--- src/rtl/protected_guard_pkg.sv ---
// Shared FSM state type and default sizing for protected_guard.
package protected_guard_pkg;

   typedef enum logic [1:0] {
      IDLE = 2'd0,
      FWD  = 2'd1,
      DENY = 2'd2
   } state_t;

   localparam int CNT_WIDTH_DEF = 8;

endpackage

--- src/rtl/protected_guard_cmp.sv ---
// Unsigned address-below-boundary compare used by the protection check.
module protected_guard_cmp #(
   parameter int BUS_WIDTH = 32
) (
   input  logic [BUS_WIDTH-1:0] i_addr,
   input  logic [BUS_WIDTH-1:0] i_limit,
   output logic                 o_below
);

   assign o_below = (i_addr < i_limit);

endmodule

--- src/rtl/protected_guard.sv ---
// Write-protection guard between a request port and memory; logs denied accesses.
// Optional build macro PROTECTED_GUARD_READ_BLOCK_EN extends denial to reads.
module protected_guard
   import protected_guard_pkg::*;
#(
   parameter int BUS_WIDTH = 32,
   parameter int CNT_WIDTH = CNT_WIDTH_DEF
) (
   input  logic                 clk,
   input  logic                 nreset,
   input  logic                 protected_flag,
   input  logic [BUS_WIDTH-1:0] protected_addr,
   input  logic                 req_valid,
   input  logic                 req_write,
   output logic                 req_ready,
   input  logic [BUS_WIDTH-1:0] req_addr,
   input  logic [BUS_WIDTH-1:0] req_wdata,
   output logic                 rsp_valid,
   output logic                 rsp_err,
   output logic [BUS_WIDTH-1:0] rsp_rdata,
   output logic                 mem_valid,
   output logic                 mem_write,
   input  logic                 mem_ready,
   output logic [BUS_WIDTH-1:0] mem_addr,
   output logic [BUS_WIDTH-1:0] mem_wdata,
   input  logic [BUS_WIDTH-1:0] mem_rdata,
   input  logic                 fault_clear,
   output logic                 fault,
   output logic [BUS_WIDTH-1:0] fault_addr,
   output logic [CNT_WIDTH-1:0] fault_count
);

   state_t                 r_state;
   state_t                 w_state_nxt;
   logic                   w_below;
   logic                   w_deny;
   logic                   w_accept;
   logic                   r_req_ready;
   logic                   r_mem_valid;
   logic                   r_mem_write;
   logic [BUS_WIDTH-1:0]   r_mem_addr;
   logic [BUS_WIDTH-1:0]   r_mem_wdata;
   logic                   r_rsp_valid;
   logic                   r_rsp_err;
   logic [BUS_WIDTH-1:0]   r_rsp_rdata;
   logic                   r_fault;
   logic [BUS_WIDTH-1:0]   r_fault_addr;
   logic [CNT_WIDTH-1:0]   r_fault_count;

   protected_guard_cmp #(
      .BUS_WIDTH (BUS_WIDTH)
   ) u_cmp (
      .i_addr  (req_addr),
      .i_limit (protected_addr),
      .o_below (w_below)
   );

`ifdef PROTECTED_GUARD_READ_BLOCK_EN
   assign w_deny = protected_flag & w_below;
`else
   assign w_deny = protected_flag & req_write & w_below;
`endif

   // req_ready is registered, so acceptance is gated by it rather than by the state alone
   assign w_accept = r_req_ready & req_valid;

   // Next-state decode
   always_comb begin
      w_state_nxt = r_state;
      case (r_state)
         IDLE: begin
            if (w_accept) begin
               w_state_nxt = w_deny ? DENY : FWD;
            end else begin
               w_state_nxt = IDLE;
            end
         end
         FWD: begin
            if (mem_ready) begin
               w_state_nxt = IDLE;
            end else begin
               w_state_nxt = FWD;
            end
         end
         DENY:    w_state_nxt = IDLE;
         default: w_state_nxt = IDLE;
      endcase
   end

   // State register
   always_ff @(posedge clk or negedge nreset) begin
      if (!nreset) begin
         r_state <= IDLE;
      end else begin
         r_state <= w_state_nxt;
      end
   end

   // Request capture and downstream handshake
   always_ff @(posedge clk or negedge nreset) begin
      if (!nreset) begin
         r_req_ready <= 1'b0;
         r_mem_valid <= 1'b0;
         r_mem_write <= 1'b0;
         r_mem_addr  <= {BUS_WIDTH{1'b0}};
         r_mem_wdata <= {BUS_WIDTH{1'b0}};
      end else begin
         r_req_ready <= (w_state_nxt == IDLE);
         r_mem_valid <= (w_state_nxt == FWD);
         if (w_accept) begin
            r_mem_write <= req_write;
            r_mem_addr  <= req_addr;
            r_mem_wdata <= req_wdata;
         end else begin
            r_mem_write <= r_mem_write;
            r_mem_addr  <= r_mem_addr;
            r_mem_wdata <= r_mem_wdata;
         end
      end
   end

   // One-cycle response pulse
   always_ff @(posedge clk or negedge nreset) begin
      if (!nreset) begin
         r_rsp_valid <= 1'b0;
         r_rsp_err   <= 1'b0;
         r_rsp_rdata <= {BUS_WIDTH{1'b0}};
      end else if ((r_state == FWD) && mem_ready) begin
         r_rsp_valid <= 1'b1;
         r_rsp_err   <= 1'b0;
         r_rsp_rdata <= mem_rdata;
      end else if (r_state == DENY) begin
         r_rsp_valid <= 1'b1;
         r_rsp_err   <= 1'b1;
         r_rsp_rdata <= {BUS_WIDTH{1'b0}};
      end else begin
         r_rsp_valid <= 1'b0;
         r_rsp_err   <= 1'b0;
         r_rsp_rdata <= r_rsp_rdata;
      end
   end

   // Fault log; a denial outranks a simultaneous clear
   always_ff @(posedge clk or negedge nreset) begin
      if (!nreset) begin
         r_fault       <= 1'b0;
         r_fault_addr  <= {BUS_WIDTH{1'b0}};
         r_fault_count <= {CNT_WIDTH{1'b0}};
      end else if (w_accept && w_deny) begin
         r_fault      <= 1'b1;
         r_fault_addr <= req_addr;
         if (r_fault_count != {CNT_WIDTH{1'b1}}) begin
            r_fault_count <= r_fault_count + CNT_WIDTH'(1);
         end else begin
            r_fault_count <= r_fault_count;
         end
      end else if (fault_clear) begin
         r_fault       <= 1'b0;
         r_fault_addr  <= r_fault_addr;
         r_fault_count <= r_fault_count;
      end else begin
         r_fault       <= r_fault;
         r_fault_addr  <= r_fault_addr;
         r_fault_count <= r_fault_count;
      end
   end

   assign req_ready   = r_req_ready;
   assign mem_valid   = r_mem_valid;
   assign mem_write   = r_mem_write;
   assign mem_addr    = r_mem_addr;
   assign mem_wdata   = r_mem_wdata;
   assign rsp_valid   = r_rsp_valid;
   assign rsp_err     = r_rsp_err;
   assign rsp_rdata   = r_rsp_rdata;
   assign fault       = r_fault;
   assign fault_addr  = r_fault_addr;
   assign fault_count = r_fault_count;

endmodule

--- config.mk ---
export PLATFORM = sky130hd
export DESIGN_NAME = protected_guard
export DESIGN_NICKNAME = d
export VERILOG_FILES = /design/src/rtl/protected_guard_pkg.sv /design/src/rtl/protected_guard_cmp.sv /design/src/rtl/protected_guard.sv
export SDC_FILE = /design/constraint.sdc
export NUM_CORES = 1
export LEC_CHECK = 0
export ABC_AREA = 1
export CAP_MARGIN = 20
export CORE_MARGIN = 3
export CORE_UTILIZATION = 46
export CTS_CLUSTER_SIZE = 20
export DETAILED_ROUTE_END_ITERATION = 6
export GPL_ROUTABILITY_DRIVEN = 0
export PLACE_DENSITY = 0.85
export SLEW_MARGIN = 20
export SYNTH_ARGS = -nofsm -noshare
export SYNTH_HDL_FRONTEND = slang
export SYNTH_HIERARCHICAL = 1
export SYNTH_SLANG_ARGS = --single-unit
--- constraint.sdc ---
create_clock -name clk -period 3 [get_ports clk]
set_input_delay 0.6 -clock clk [delete_from_list [all_inputs] [get_ports clk]]
set_output_delay 0.6 -clock clk [all_outputs]
set_load 0.01 [all_outputs]
Yosys cells after proc, flatten, opt, wreduce, memory -nomap -nowiden
Cells that the tools add are included.
W data, S select, Z words.
Word-level totals
  flip-flop bits (word level): 144
  bits of input ports: 135
  output and inout bits: 142
Cells by class
  bitwise gates (word level): 3
  eq/ne operators: 4
  mux-type cells: 11
  reductions and logical operators: 7
  $lt $le $gt $ge: 1
  add/sub/neg operators: 1
Operators with widths (count)
  $mux W32: 2
  $lt A32 B32 Y1: 1
  $add A8 B1 Y8 const B: 1
  $ne A8 B8 Y1 const B: 1
  $mux W1: 6
  $eq A2 B1 Y1 const B: 2
  $logic_not A2 Y1: 2
  $mux W2: 2
  $pmux W2 S2: 1
  $reduce_bool A2 Y1: 2
  $and A1 B1 Y1: 3
  $eq A2 B2 Y1 const B: 1
  $logic_and A1 B1 Y1: 2
  $reduce_and A2 Y1: 1

Longest topological paths before layout
  depth in word-level cells: 6
  gate-level depth with buffers: 17
  mapped depth without buffers: 17

By module
Netlist, hierarchy kept.
Modules (own cells, without submodules)
  protected_guard: area an instance 5791.8 µm², cells an instance 614, seq. area each 3603.5 µm², times used 1
  protected_guard_cmp: area an instance 815.8 µm², cells an instance 130, seq. area each 0.0 µm², times used 1

Worst setup path before layout
OpenSTA, ideal clock, no wires.
  path kind: in2reg
  start point: input protected_addr[5]
  end point: register r_fault_addr[24] (netlist: fault_addr[24])
  path slack: 0.813 ns
  stages: 15
  library setup time: 0.118 ns
  data arrival time: 2.069 ns
  data required time: 2.882 ns
  buffers on the path: 1
  path through: inv_1 -> ha_1 -> a21oi_1 -> nor2_1 -> nor3_2 -> nand2_1 -> nand2_1 -> nand2_1 -> a21oi_2 -> nand3_4 -> nor2_8 -> inv_6 -> buf_6 -> nand2_1 -> o21ai_2
On the way
  word-level cells in the longest chain between the ends: 3
RTL lines
  start: declaration: RTL line protected_guard.sv:12  | input logic [BUS_WIDTH-1:0] protected_addr,
  $lt A32 B32 Y1: RTL line protected_guard_cmp.sv:10  | assign o_below = (i_addr < i_limit);
  named net w_below: RTL line protected_guard.sv:35  | logic w_below;
  $and A1 B1 Y1: RTL line protected_guard.sv:61  | assign w_deny = protected_flag & req_write & w_below;
  $logic_and A1 B1 Y1: RTL line protected_guard.sv:149  | end else if (w_accept && w_deny) begin
  end signal: assignment: RTL line protected_guard.sv:147  | r_fault_addr <= {BUS_WIDTH{1'b0}};
  end signal: assignment: RTL line protected_guard.sv:151  | r_fault_addr <= req_addr;
  end signal: assignment: RTL line protected_guard.sv:159  | r_fault_addr <= r_fault_addr;
  end: declaration: RTL line protected_guard.sv:47  | logic [BUS_WIDTH-1:0] r_fault_addr;
The timed path passes the listed nets, and every way through them passes these cells.
A chain may end at the register's enable or synchronous reset.

Worst setup path in the final report
  start point: input protected_addr[21]
  end point: register r_fault_addr[19] (netlist: fault_addr[19])
The elaborated chain is that of the path after synthesis.

==> impl_metrics.sql <==
INSERT INTO impl_metrics (metric_group, metric, value, unit) VALUES
('sta', 'final_worst_path_setup_slack', '0.482', 'ns'),
('clock_network', 'postCtsSetupBuffers', '0', ''),
('routing', 'drt-wirelength-per-cell', '16.0', 'um'),
('worst_setup_path', 'cp_data_required_time', '3.30', 'ns'),
('finish', 'fill_cells', '1056', ''),
('sta', 'rsz0062_at_grt', 'no', ''),
('routing', 'detail_route.drc_violations', '0', ''),
('worst_setup_path', 'timing.critical_path.from_type', 'input port', ''),
('global_routing', 'grt_pass1_wl', '31.4', 'mm'),
('sta', 'finClkSkew', '0.00841', 'ns'),
('power', 'power.switching_fraction', '33.5', '%'),
('global_routing', 'via_count_of_the_first_global_routing_pass', '6161', ''),
('power', 'internal_power', '5.95', 'mW'),
('logic_synthesis', 'post_synth_inst_count', '744', ''),
('power', 'clkPwrFrac', '21.5', '%'),
('clock_network', 'cts-root-to-sink-buffers', '2', ''),
('sta', 'slew_headroom', '54.6', '%'),
('finish', 'commonest_cells_after_routing_fill_and_taps_aside', '275 x sky130_fd_sc_hd__clkdlybuf4s50_1, 245 x sky130_fd_sc_hd__nand2_1, 144 x sky130_fd_sc_hd__dfrtp_1', ''),
('power', 'power_per_cell_area', '881', 'mW/mm^2'),
('routing', 'route.met3.wl', '1.25', 'mm'),
('die', 'ios', '277', ''),
('logic_synthesis', 'synth_edf_count', '0', ''),
('power', 'max-vdd-ir-drop', '0.000442', 'V'),
('power', 'fin_total_pwr', '8.94', 'mW'),
('routing', 'vias', '5976', ''),
('power', 'p_leak', '5.05', 'nW'),
('worst_setup_path', 'reg2regPathDepth', '3', ''),
('routing', 'maxUsedRoutingLayer', 'met4', ''),
('worst_setup_path', 'critical_path.reg2reg.startpoint', 'req_ready', ''),
('outcome', 'outcome', 'complete, no violations', ''),
('global_routing', 'global_route.usage.total', '25.1', '%'),
('die', 'die_area', '0.0158', 'sq mm'),
('routing', 'antenna_left', '0', ''),
('global_routing', 'grt_antenna_before_repair', '2', ''),
('sta', 'setup_viol', '0', ''),
('place', 'dp_slack', '0.0865', 'ns'),
('clock_network', 'clk_transition_reported_paths', '0.06', 'ns'),
('sta', 'finalWorstPathRequiredPeriod', '2.52', 'ns'),
('routing', 'detailroute.wirelength.met2', '9.76', 'mm'),
('clock_network', 'tritoncts', 'done', ''),
('sta', 'setup_total_negative_slack', '0', 'ns'),
('hold_path', 'hold_path_class', 'input port to async pin', ''),
('clock_network', 'tritoncts_num_sinks', '144', ''),
('global_routing', 'pin_count_of_the_biggest_net_entering_global_routing', '69', ''),
('die', 'dieWidth', '126', 'um'),
('clock_network', 'cts.htree.levels', '4', ''),
('sta', 'finalHoldViolCount', '0', ''),
('finish', 'final_layout_size_suffix_gt1_share', '8.78', '%'),
('finish', 'layout-area-overhead-vs-synth', '53.7', '%'),
('logic_synthesis', 'synth-seq-area-share', '54.5', '%'),
('global_routing', 'grt_overflow_total', '0', ''),
('logic_synthesis', 'async_reset_ff_share', '100', '%'),
('run', 'max_cap_viol_count', '0', ''),
('sta', 'worst_pin_slew', '0.678', 'ns'),
('sta', 'timing.final.max_slew_violations', '0', ''),
('routing', 'drt_total_wl', '19.5', 'mm'),
('routing', 'first_pass_drt_iterations', '6', ''),
('clock_network', 'cts_root_buf', 'sky130_fd_sc_hd__clkbuf_16', ''),
('logic_synthesis', 'syn-cell-area', '0.00661', 'sq mm'),
('power', 'power_switching', '3.00', 'mW'),
('finish', 'nets', '1192', ''),
('clock_network', 'hold_buffers', '0', ''),
('clock_network', 'cts.repair.resized', '0', ''),
('sta', 'fin_crit_sh', '83.9', '%'),
('finish', 'layout_commonest_cell', 'sky130_fd_sc_hd__clkdlybuf4s50_1', ''),
('place', 'cell_count_after_placement', '1186', ''),
('worst_setup_path', 'cp-end-kind', 'flop', ''),
('logic_synthesis', 'synthesis_stage_register_bit_count', '144', ''),
('sta', 'max_clock_freq', '397', 'MHz'),
('clock_network', 'clock_latency', '0.42', 'ns'),
('power', 'p_comb_share', '41.9', '%');
-- registers in the layout, indices dropped and copies added (netlist names) --
| signal | count |
|---|---|
| mem_wdata | 32 |
| fault_addr | 32 |
| r_state | 2 |
| mem_write | 1 |
| req_ready | 1 |
| fault_count | 8 |
| fault | 1 |
| rsp_valid | 1 |
| mem_valid | 1 |
| rsp_rdata | 32 |
| rsp_err | 1 |
| mem_addr | 32 |
-- cell families after synthesis --
family	synth area share, %
AND/OR/NAND/NOR	19.6
flip-flops	54.5
buffers and inverters	9.35
AO/OA/AOI/OAI	10.1
adder cells (fa/ha/maj)	6.06
XOR/XNOR	0.398
-- final cells by class --
cell class                      instances  area [sq um]  area share (%)
Multi-Input combinational cell        459          2400            23.6
Clock inverter                         10          62.6           0.616
Timing Repair Buffer                  292          2960            29.1
Sequential cell                       144          3600            35.5
Tap cell                              180           225            2.22
Antenna cell                            2          5.00          0.0493
Clock buffer                           21           480            4.73
Inverter                              111           422            4.15
-- critical path, stage by stage --
cell and delay (ns):
sky130_fd_sc_hd__clkdlybuf4s50_1 0.47, sky130_fd_sc_hd__inv_1 0.04, sky130_fd_sc_hd__ha_1 0.28, sky130_fd_sc_hd__a21oi_1 0.17, sky130_fd_sc_hd__nor2_1 0.06, sky130_fd_sc_hd__nor2_1 0.09, sky130_fd_sc_hd__nand3_1 0.11, sky130_fd_sc_hd__nand2_1 0.09
sky130_fd_sc_hd__nand2_1 0.06, sky130_fd_sc_hd__a21oi_2 0.15, sky130_fd_sc_hd__nand3_4 0.13, sky130_fd_sc_hd__nor2_8 0.13, sky130_fd_sc_hd__inv_6 0.10, sky130_fd_sc_hd__buf_12 0.16, sky130_fd_sc_hd__nand2_1 0.09, sky130_fd_sc_hd__o21ai_2 0.06
-- per-stage QoR --
| step | hold WS (ns) | area, sq um |
|---|---|---|
| 2_1_floorplan | 0.304 | 6610 |
| 3_3_place_gp | 0.454 | 9610 |
| 3_5_place_dp | 0.460 | 9610 |
| 4_1_cts | 0.123 | 10200 |
| 5_1_grt | 0.131 | 10200 |
| 6_report | 0.100 | 10200 |
-- worst max-delay path by stage --
stage                                   from              to  slack [ns]  cells after the start
after CTS                 protected_addr[21]  fault_addr[19]        0.51                     16
after floorplan            protected_addr[5]  fault_addr[24]        0.81                     15
final                     protected_addr[21]  fault_addr[19]        0.48                     16
after detailed placement  protected_addr[21]  fault_count[7]        0.09                     17
after global placement          req_addr[31]  fault_count[4]        0.11                     13
after global routing       protected_addr[5]  fault_count[7]        0.30                     17
-- metal layers --
layer | vias to the layer above | track usage (%)
met5 | - | 0
met4 | 0 | 10.9
met3 | 46 | 7.00
met2 | 237 | 42.7
met1 | 2812 | 30.1
li1 | 2881 | -
-- power groups by stage --
stage | logic (mW) | registers [mW] | clock network, mW
2_1_floorplan | 1.09 | 3.64 | 0
3_3_place_gp | 3.68 | 3.25 | 0
3_5_place_dp | 3.76 | 3.28 | 0
4_1_cts | 3.80 | 3.27 | 1.95
5_1_grt | 4.07 | 3.39 | 2.04
6_report | 3.75 | 3.27 | 1.92
-- Yosys cell counts, types with 6 or more instances --
cell                        n  area, sq um
sky130_fd_sc_hd__buf_6      6         67.6
sky130_fd_sc_hd__inv_1    107          402
sky130_fd_sc_hd__o21ai_1    6         30.0
sky130_fd_sc_hd__nor2_1    15         56.3
sky130_fd_sc_hd__buf_4      6         45.0
sky130_fd_sc_hd__nand3_1   40          200
sky130_fd_sc_hd__o21ai_0   62          310
sky130_fd_sc_hd__nand2_1  246          923
sky130_fd_sc_hd__o21ai_2   27          236
sky130_fd_sc_hd__buf_2     13         65.1
sky130_fd_sc_hd__dfrtp_1  144         3600
sky130_fd_sc_hd__a21oi_1   13         65.1
sky130_fd_sc_hd__ha_1      32          400
No activity file was read; power rests on OpenSTA's default activity.
